[config.mk]
export PLATFORM = sky130hd
export DESIGN_NAME = sw_op_fifo_flat
export DESIGN_NICKNAME = d
export VERILOG_FILES = /design/src/rtl/sw_op_fifo_if.sv /design/src/rtl/sw_op_fifo.sv /design/src/flat_wrapper.sv
export SDC_FILE = /design/constraint.sdc
export NUM_CORES = 1
export LEC_CHECK = 0
export CAP_MARGIN = 20
export CORE_ASPECT_RATIO = 1.1
export CORE_MARGIN = 2
export CORE_UTILIZATION = 40
export CTS_CLUSTER_DIAMETER = 40
export DETAILED_ROUTE_END_ITERATION = 8
export GPL_TIMING_DRIVEN = 0
export PLACE_DENSITY = 0.57
export SYNTH_ARGS = -nofsm -noshare
export SYNTH_HDL_FRONTEND = slang
export SYNTH_SLANG_ARGS = --single-unit
[constraint.sdc]
create_clock -name clk -period 4.51 [get_ports clk]
set_input_delay 1.1275 -clock clk [delete_from_list [all_inputs] [get_ports clk]]
set_output_delay 1.1275 -clock clk [all_outputs]
set_load 0.1 [all_outputs]
[src/rtl/sw_op_fifo_if.sv]
// rtl/sw_op_fifo_if.sv - push/pop handshake bundle between demux slot, op FIFO and switch access stage
interface sw_op_fifo_if #(
  parameter int OP_WIDTH = 32
) ();

  logic                wr_fifo;
  logic [OP_WIDTH-1:0] op_in;
  logic                rd_ready;
  logic                rd_valid;
  logic [4:0]          rd_addr;
  logic                rd_wr_rd_op;
  logic [7:0]          rd_wr_data;
  logic [7:0]          rd_op_id;

  // Demux/access-stage side: supplies ops and consumes the head
  modport master (
    output wr_fifo,
    output op_in,
    output rd_ready,
    input  rd_valid,
    input  rd_addr,
    input  rd_wr_rd_op,
    input  rd_wr_data,
    input  rd_op_id
  );

  // FIFO side
  modport slave (
    input  wr_fifo,
    input  op_in,
    input  rd_ready,
    output rd_valid,
    output rd_addr,
    output rd_wr_rd_op,
    output rd_wr_data,
    output rd_op_id
  );

endinterface

[src/rtl/sw_op_fifo.sv]
// rtl/sw_op_fifo.sv - per-slot show-ahead op FIFO with decoded head fields and sticky overflow
module sw_op_fifo #(
  parameter  int OP_WIDTH = 32,
  parameter  int DEPTH    = 8,
  localparam int CNT_W    = $clog2(DEPTH) + 1
) (
  input  logic             clk,
  input  logic             rst,
  sw_op_fifo_if.slave      bus,
  output logic             full,
  output logic             empty,
  output logic [CNT_W-1:0] count,
  output logic             overflow,
  input  logic             clr_ovf
);

  localparam int AW = $clog2(DEPTH);
  localparam logic [CNT_W-1:0] DEPTH_C = CNT_W'(DEPTH);

  // Only the low 22 bits carry an op; upper bits are deliberately discarded
  logic [OP_WIDTH-1:0] op_word;
  logic                unused_op;
  logic [21:0]         mem [DEPTH];
  logic [AW-1:0]       wptr;
  logic [AW-1:0]       rptr;
  logic [21:0]         head;
  logic                pop;
  logic                push_ok;
  logic                drop;

  assign op_word   = bus.op_in;
  assign unused_op = ^op_word;

  // Status comes from the registered count only, never from live inputs
  assign full  = (count == DEPTH_C);
  assign empty = (count == '0);

  assign bus.rd_valid = ~empty;
  assign pop          = bus.rd_valid & bus.rd_ready;
  // A full FIFO still takes a push when the head leaves in the same cycle
  assign push_ok      = bus.wr_fifo & (~full | pop);
  assign drop         = bus.wr_fifo & full & ~pop;

  assign head = mem[rptr];

  // Head decode, masked so stale array contents never leak out
  always_comb begin
    bus.rd_addr     = '0;
    bus.rd_wr_rd_op = 1'b0;
    bus.rd_wr_data  = '0;
    bus.rd_op_id    = '0;
    if (bus.rd_valid) begin
      bus.rd_addr     = head[21:17];
      bus.rd_wr_rd_op = head[16];
      bus.rd_wr_data  = head[15:8];
      bus.rd_op_id    = head[7:0];
    end
  end

  // Op storage; not reset since rd_valid masking hides it
  always_ff @(posedge clk) begin
    if (push_ok) begin
      mem[wptr] <= op_word[21:0];
    end
  end

  // Pointers and occupancy
  always_ff @(posedge clk or posedge rst) begin
    if (rst) begin
      wptr  <= '0;
      rptr  <= '0;
      count <= '0;
    end else begin
      if (push_ok) begin
        wptr <= wptr + AW'(1);
      end
      if (pop) begin
        rptr <= rptr + AW'(1);
      end
      case ({push_ok, pop})
        2'b10:   count <= count + CNT_W'(1);
        2'b01:   count <= count - CNT_W'(1);
        default: count <= count;
      endcase
    end
  end

  // Sticky drop flag; a drop in the same cycle as a clear wins
  always_ff @(posedge clk or posedge rst) begin
    if (rst) begin
      overflow <= 1'b0;
    end else if (drop) begin
      overflow <= 1'b1;
    end else if (clr_ovf) begin
      overflow <= 1'b0;
    end
  end

endmodule
[src/flat_wrapper.sv]
// flat-port wrapper written by rule: the top's interface ports become plain ports
module sw_op_fifo_flat 
#(
  parameter  int OP_WIDTH = 32,
  parameter  int DEPTH    = 8,
  localparam int CNT_W    = $clog2(DEPTH) + 1
)
  (clk, rst, full, empty, count, overflow, clr_ovf, bus_wr_fifo, bus_op_in, bus_rd_ready, bus_rd_valid, bus_rd_addr, bus_rd_wr_rd_op, bus_rd_wr_data, bus_rd_op_id);
  sw_op_fifo_if #(.OP_WIDTH(OP_WIDTH)) bus_i ();
  input  logic clk;
  input  logic rst;
  output logic full;
  output logic empty;
  output logic [CNT_W-1:0] count;
  output logic overflow;
  input  logic clr_ovf;
  input wire logic [$bits(bus_i.wr_fifo)-1:0] bus_wr_fifo;
  input wire logic [$bits(bus_i.op_in)-1:0] bus_op_in;
  input wire logic [$bits(bus_i.rd_ready)-1:0] bus_rd_ready;
  output wire logic [$bits(bus_i.rd_valid)-1:0] bus_rd_valid;
  output wire logic [$bits(bus_i.rd_addr)-1:0] bus_rd_addr;
  output wire logic [$bits(bus_i.rd_wr_rd_op)-1:0] bus_rd_wr_rd_op;
  output wire logic [$bits(bus_i.rd_wr_data)-1:0] bus_rd_wr_data;
  output wire logic [$bits(bus_i.rd_op_id)-1:0] bus_rd_op_id;
  assign bus_i.wr_fifo = bus_wr_fifo;
  assign bus_i.op_in = bus_op_in;
  assign bus_i.rd_ready = bus_rd_ready;
  assign bus_rd_valid = bus_i.rd_valid;
  assign bus_rd_addr = bus_i.rd_addr;
  assign bus_rd_wr_rd_op = bus_i.rd_wr_rd_op;
  assign bus_rd_wr_data = bus_i.rd_wr_data;
  assign bus_rd_op_id = bus_i.rd_op_id;
  sw_op_fifo #(.OP_WIDTH(OP_WIDTH), .DEPTH(DEPTH)) u_core (.clk(clk), .rst(rst), .bus(bus_i), .full(full), .empty(empty), .count(count), .overflow(overflow), .clr_ovf(clr_ovf));
endmodule
== Word level (Yosys, flattened, before mapping) ==
Memory sizes are Yosys's and may differ from the RTL's.
Cells that the tools add are included.

* Output and inout bits: 30
* Memory bits (writable): 176
* Word-level logic and storage cells: 32
* Input port bits: 37
* Register bits: 11
* Memories: 1

* Reduce and logical (&&, ||, !) cells: 3
* Equal/unequal tests: 3
* Bitwise gates (word level): 8
* Multiplexer cells: 9
* Add/sub/neg operators: 4

{| class="wikitable"
|+ Memories
! memory !! depth !! bits a word !! rd ports !! clocked after memory_dff !! write ports !! RTL line !! source
|-
| u_core.mem || 8 || 22 || 1 || 0 || 1 || sw_op_fifo.sv:23 || <nowiki>logic [21:0] mem [DEPTH];</nowiki>
|}

{| class="wikitable"
|+ Operators with widths
! cell !! count
|-
| $mux W8 || 2
|-
| $pmux W4 S2 || 1
|-
| $add A3 B1 Y3 const B || 2
|-
| $mux W1 || 5
|-
| $mux W5 || 1
|-
| $add A4 B1 Y4 const B || 1
|-
| $and A1 B1 Y1 || 4
|-
| $eq A4 B4 Y1 const B || 1
|-
| $logic_not A4 Y1 || 1
|-
| $reduce_bool A2 Y1 || 2
|-
| $sub A4 B1 Y4 const B || 1
|-
| $not A1 Y1 || 3
|-
| $eq A2 B1 Y1 const B || 1
|-
| $eq A2 B2 Y1 const B || 1
|-
| $or A1 B1 Y1 || 1
|}

== Logic depth before layout (Yosys ltp) ==
* Depth after elaboration: 7
* Mapped depth: 9

== Worst setup path after synthesis ==
Ideal clock, no wire load.

* Kind: reg2out
* Start: register u_core.count[3]
* End: output bus_rd_op_id[5]
* Arrival time: 3.382 ns
* Required time: 3.383 ns
* Path buffers: 2
* Path slack: 0.000 ns
* Cell stages (with the launch flop): 6
* Cells stage by stage: dfrtp_1 > buf_2 > or4_4 > inv_1 > buf_2 > nor2_1

* Cells in the longest elaborated chain, start to end: 2

{| class="wikitable"
|+ RTL lines
! element !! RTL line !! source
|-
| start, declared || sw_op_fifo.sv:12 || <nowiki>output logic [CNT_W-1:0] count,</nowiki>
|-
| start signal, assigned || sw_op_fifo.sv:81 || <nowiki>2'b10: count <= count + CNT_W'(1);</nowiki>
|-
| start signal, assigned || sw_op_fifo.sv:82 || <nowiki>2'b01: count <= count - CNT_W'(1);</nowiki>
|-
| start signal, assigned || sw_op_fifo.sv:83 || <nowiki>default: count <= count;</nowiki>
|-
| $logic_not A4 Y1 || sw_op_fifo.sv:36 || <nowiki>assign empty = (count == '0);</nowiki>
|-
| net empty || flat_wrapper.sv:13 || <nowiki>output logic empty;</nowiki>
|-
| $mux W8 || sw_op_fifo.sv:52 || <nowiki>if (bus.rd_valid) begin</nowiki>
|-
| end, declared || flat_wrapper.sv:24 || <nowiki>output wire logic [$bits(bus_i.rd_op_id)-1:0] bus_rd_op_id;</nowiki>
|}

The timed path passes the listed nets, and every way through them passes these cells.

== Worst setup path after layout ==
* Start: register u_core.count[0]
* End: output empty

* Cells in the longest elaborated chain, start to end: 1

{| class="wikitable"
|+ RTL lines
! element !! RTL line
|-
| $logic_not A4 Y1 || sw_op_fifo.sv:36
|-
| end, declared || flat_wrapper.sv:13
|}

No other way between the ends.

==> impl_metrics.xml <==
<?xml version="1.0" encoding="UTF-8"?>
<metrics>
  <group name="synth">
    <metric name="ys_warn_count" unit="">0</metric>
    <metric name="ys_ff_latch" unit="">187</metric>
    <metric name="synth.yosys.seq_area_share" unit="%">75.2</metric>
    <metric name="synth_fp_nets" unit="">396</metric>
    <metric name="syn-cell-area" unit="um2">7390</metric>
    <metric name="synth.distinct_cells" unit="">35</metric>
    <metric name="synth_area_per_cell" unit="um2">20.8</metric>
    <metric name="netlist_instances" unit="">356</metric>
  </group>
  <group name="clock_network">
    <metric name="worstSkewPairLatency" unit="ns">0.42</metric>
    <metric name="cts_tree" unit="">done</metric>
    <metric name="clockRootBuffer" unit="">sky130_fd_sc_hd__clkbuf_16</metric>
    <metric name="clk_pin_slew_worst_paths" unit="ns">0.06</metric>
    <metric name="max_clock_buf_depth" unit="">2</metric>
    <metric name="cts_num_sinks" unit="">187</metric>
    <metric name="htree_num_levels" unit="">4</metric>
    <metric name="cts_post_setup_buffers_inserted" unit="">0</metric>
    <metric name="cts_hold_repair.buffers" unit="">0</metric>
    <metric name="cts_inserted_buffers" unit="">17</metric>
  </group>
  <group name="drt">
    <metric name="drtIter0Drc" unit="">250</metric>
    <metric name="antenna_violating_nets_post_route" unit="">0</metric>
    <metric name="postRouteWirelength" unit="um">14400</metric>
    <metric name="firstDrtPassIters" unit="">4</metric>
    <metric name="route.detailed.drc" unit="">0</metric>
    <metric name="post_drt_wl_per_cell" unit="um">20.6</metric>
    <metric name="vias" unit="">3609</metric>
    <metric name="detail_route.vias_per_cell" unit="">5.18</metric>
  </group>
  <group name="floorplanning">
    <metric name="die_footprint" unit="um2">19600</metric>
    <metric name="horizontal_die_dimension" unit="um">134</metric>
    <metric name="num_rows" unit="">52</metric>
    <metric name="core-area" unit="um2">18300</metric>
    <metric name="initial_utilization" unit="%">40.4</metric>
    <metric name="chipHeight" unit="um">147</metric>
    <metric name="floorplan.io_pins" unit="">67</metric>
  </group>
  <group name="critical_path">
    <metric name="worstSetupStartpointType" unit="">register</metric>
    <metric name="crit_path_end" unit="">empty</metric>
    <metric name="r2r_cells" unit="">8</metric>
    <metric name="critPathCaptureType" unit="">output pin</metric>
    <metric name="critical_path_peak_fanout" unit="">10</metric>
    <metric name="internal_reg_to_reg_setup_slack" unit="ns">2.13</metric>
    <metric name="worstReg2RegEnd" unit="">u_core.mem[4][1]$_DFFE_PP_</metric>
    <metric name="setup.worst_path.start" unit="">u_core.count[0]$_DFFE_PP0P_</metric>
    <metric name="launch_point_of_the_worst_reg_to_reg_path" unit="">u_core.count[0]$_DFFE_PP0P_</metric>
    <metric name="critical_path_required" unit="ns">3.38</metric>
    <metric name="setup.worst_path.class" unit="">reg -&gt; out</metric>
    <metric name="worst-endpoint-arrival" unit="ns">3.21</metric>
  </group>
  <group name="layout">
    <metric name="layout.cells.most_common" unit="">sky130_fd_sc_hd__edfxtp_1</metric>
    <metric name="layout-drive-gt1-share" unit="%">25.1</metric>
    <metric name="number_of_inserted_diodes" unit="">0</metric>
    <metric name="area.growth.synth_to_final" unit="%">21.5</metric>
    <metric name="num-nets-final" unit="">483</metric>
    <metric name="filler_cell_count" unit="">1504</metric>
    <metric name="final_util" unit="%">49.1</metric>
    <metric name="most_frequent_cells_in_the_layout" unit="">176 x sky130_fd_sc_hd__edfxtp_1, 44 x sky130_fd_sc_hd__mux4_2, 32 x sky130_fd_sc_hd__clkdlybuf4s50_1</metric>
  </group>
  <group name="global_route">
    <metric name="largest_net_degree_at_the_start_of_global_routing" unit="">23</metric>
    <metric name="antenna_found_initial" unit="">0</metric>
    <metric name="overflow" unit="">0</metric>
    <metric name="groute.usage.overall" unit="%">16.1</metric>
    <metric name="number_of_global_route_vias_before_repair" unit="">3910</metric>
    <metric name="wire_length_of_the_first_global_routing_pass" unit="um">22800</metric>
  </group>
  <group name="sta">
    <metric name="fmaxAchievable" unit="MHz">231</metric>
    <metric name="worst_margin_pin_slew" unit="ns">1.04</metric>
    <metric name="min_period_over_period" unit="%">96.2</metric>
    <metric name="final_hold_viol_count" unit="">0</metric>
    <metric name="final_period_minus_worst_setup_slack" unit="ns">4.34</metric>
    <metric name="tns" unit="ns">0</metric>
    <metric name="slew-limit-headroom" unit="%">30.1</metric>
    <metric name="grt_setup_unrepaired" unit="">no</metric>
    <metric name="finalClockSkew" unit="ns">0.00662</metric>
    <metric name="final-max-slew-violation-count" unit="">0</metric>
    <metric name="fin_worst_hold_slack" unit="ns">0.535</metric>
    <metric name="setup_viol" unit="">0</metric>
  </group>
  <group name="place">
    <metric name="io_buffer_count" unit="">54</metric>
    <metric name="place.detailed.hpwl" unit="um">9420</metric>
    <metric name="gpl.final_weighted_congestion" unit="">0.716</metric>
  </group>
  <group name="run_status">
    <metric name="run_status" unit="">completed</metric>
  </group>
  <group name="flow_run">
    <metric name="cap_violations" unit="">0</metric>
  </group>
  <group name="worst_hold_path">
    <metric name="min-delay-path-class" unit="">reg -&gt; reg</metric>
  </group>
</metrics>
==> stage by stage <==
| step | area (um2) | cells | setup slack [ns] |
|---|---|---|---|
| 2_1_floorplan | 7390 | 356 | 0.000393 |
| 3_3_place_gp | 8230 | 653 | -1.83 |
| 3_5_place_dp | 8440 | 667 | 0.404 |
| 4_1_cts | 8950 | 697 | 0.0180 |
| 5_1_grt | 8980 | 697 | 0.0356 |
| 6_report | 8980 | 697 | 0.173 |
==> worst min-delay path by stage <==
stage	endpoint	slack, ns	cells after the start	start
floorplan	u_core.wptr[1]$_DFFE_PP0P_	0.54	2	u_core.wptr[1]$_DFFE_PP0P_
global placement	u_core.overflow$_DFFE_PP0P_	0.52	2	u_core.overflow$_DFFE_PP0P_
detailed placement	u_core.overflow$_DFFE_PP0P_	0.53	2	u_core.overflow$_DFFE_PP0P_
CTS	u_core.overflow$_DFFE_PP0P_	0.54	2	u_core.overflow$_DFFE_PP0P_
global route	u_core.overflow$_DFFE_PP0P_	0.58	2	u_core.overflow$_DFFE_PP0P_
finish	u_core.overflow$_DFFE_PP0P_	0.54	2	u_core.overflow$_DFFE_PP0P_
==> what timing repair did <==
| item | 4_1_cts | 5_1_grt |
|---|---|---|
| gates cloned | 0 | 0 |
| setup endpoints to repair | 8 | 14 |
| gates resized for setup | 8 | 14 |
==> state kept, by name, indices dropped and copies added (netlist names) <==
name,cells
u_core.overflow,1
u_core.wptr,3
u_core.rptr,3
u_core.count,4
u_core.mem,176
==> cell usage after synthesis <==
| cell | n | area (um2) |
|---|---|---|
| sky130_fd_sc_hd__nor4_1 | 1 | 6.26 |
| sky130_fd_sc_hd__dfrtp_1 | 11 | 275 |
| sky130_fd_sc_hd__o311ai_0 | 1 | 8.76 |
| sky130_fd_sc_hd__o32ai_1 | 1 | 8.76 |
| sky130_fd_sc_hd__clkbuf_1 | 3 | 11.3 |
| sky130_fd_sc_hd__nand2_1 | 5 | 18.8 |
| sky130_fd_sc_hd__buf_6 | 2 | 22.5 |
| sky130_fd_sc_hd__ha_1 | 3 | 37.5 |
| sky130_fd_sc_hd__a21bo_2 | 1 | 10.0 |
| sky130_fd_sc_hd__or4_4 | 1 | 11.3 |
| sky130_fd_sc_hd__buf_4 | 4 | 30.0 |
| sky130_fd_sc_hd__a21oi_1 | 4 | 20.0 |
| sky130_fd_sc_hd__buf_1 | 2 | 7.51 |
| sky130_fd_sc_hd__o21ai_4 | 1 | 16.3 |
| sky130_fd_sc_hd__nor4b_1 | 2 | 17.5 |
| sky130_fd_sc_hd__o41ai_1 | 1 | 8.76 |
| sky130_fd_sc_hd__a21o_1 | 1 | 7.51 |
| sky130_fd_sc_hd__and4b_1 | 1 | 10.0 |
| sky130_fd_sc_hd__mux2i_1 | 22 | 220 |
| sky130_fd_sc_hd__o21a_4 | 1 | 15.0 |
| sky130_fd_sc_hd__nand3_1 | 2 | 10.0 |
| sky130_fd_sc_hd__xnor2_1 | 4 | 35.0 |
| sky130_fd_sc_hd__nor3_1 | 6 | 30.0 |
| sky130_fd_sc_hd__mux2_2 | 2 | 22.5 |
| sky130_fd_sc_hd__edfxtp_1 | 176 | 5290 |
| sky130_fd_sc_hd__buf_2 | 9 | 45.0 |
| sky130_fd_sc_hd__inv_1 | 5 | 18.8 |
| sky130_fd_sc_hd__nand2_2 | 2 | 12.5 |
| sky130_fd_sc_hd__xor2_1 | 2 | 17.5 |
| sky130_fd_sc_hd__or4b_4 | 1 | 13.8 |
| sky130_fd_sc_hd__or3_1 | 1 | 6.26 |
| sky130_fd_sc_hd__o21ai_0 | 3 | 15.0 |
| sky130_fd_sc_hd__mux4_2 | 44 | 991 |
| sky130_fd_sc_hd__nor2_1 | 28 | 105 |
| sky130_fd_sc_hd__nand2b_1 | 3 | 18.8 |
==> metal layers <==
metal	part of all wire (%)	track usage [%]	vias up
li1	-	-	1614
met1	42	20.4	1895
met2	53	27.3	78
met3	3.4	3.16	22
met4	2.1	6.70	0
met5	0	0	-
==> cell families after synthesis <==
logic type,count (synthesis),share of synthesized area [%]
flops,187,75.2
xor+xnor,6,0.711
fa+ha+maj,3,0.508
compound gates,14,1.49
mux,68,16.7
buf+inv,25,1.83
simple gates,53,3.52
==> final cells by class <==
type                    instances  area (um2)  share of cell area (%)
plain buffers                  20         116                    1.30
clock buffers                  20         437                    4.86
clock inverters                10        78.8                   0.878
inverters                       5        18.8                   0.209
multi-input cells             144        1740                    19.4
flip-flops and latches        187        5560                    61.9
well taps                     243         304                    3.39
repair buffers                 68         723                    8.05
==> worst max-delay path: stages, from the launching register on <==
cell and delay, ns:
sky130_fd_sc_hd__dfrtp_1 0.40, sky130_fd_sc_hd__buf_6 0.15, sky130_fd_sc_hd__or4_4 0.56, sky130_fd_sc_hd__inv_1 0.19
sky130_fd_sc_hd__buf_2 0.29, sky130_fd_sc_hd__clkdlybuf4s50_1 1.18
Power is not shown: default switching activity piles up to over one toggle a cycle in this logic, so the estimate is an artifact.
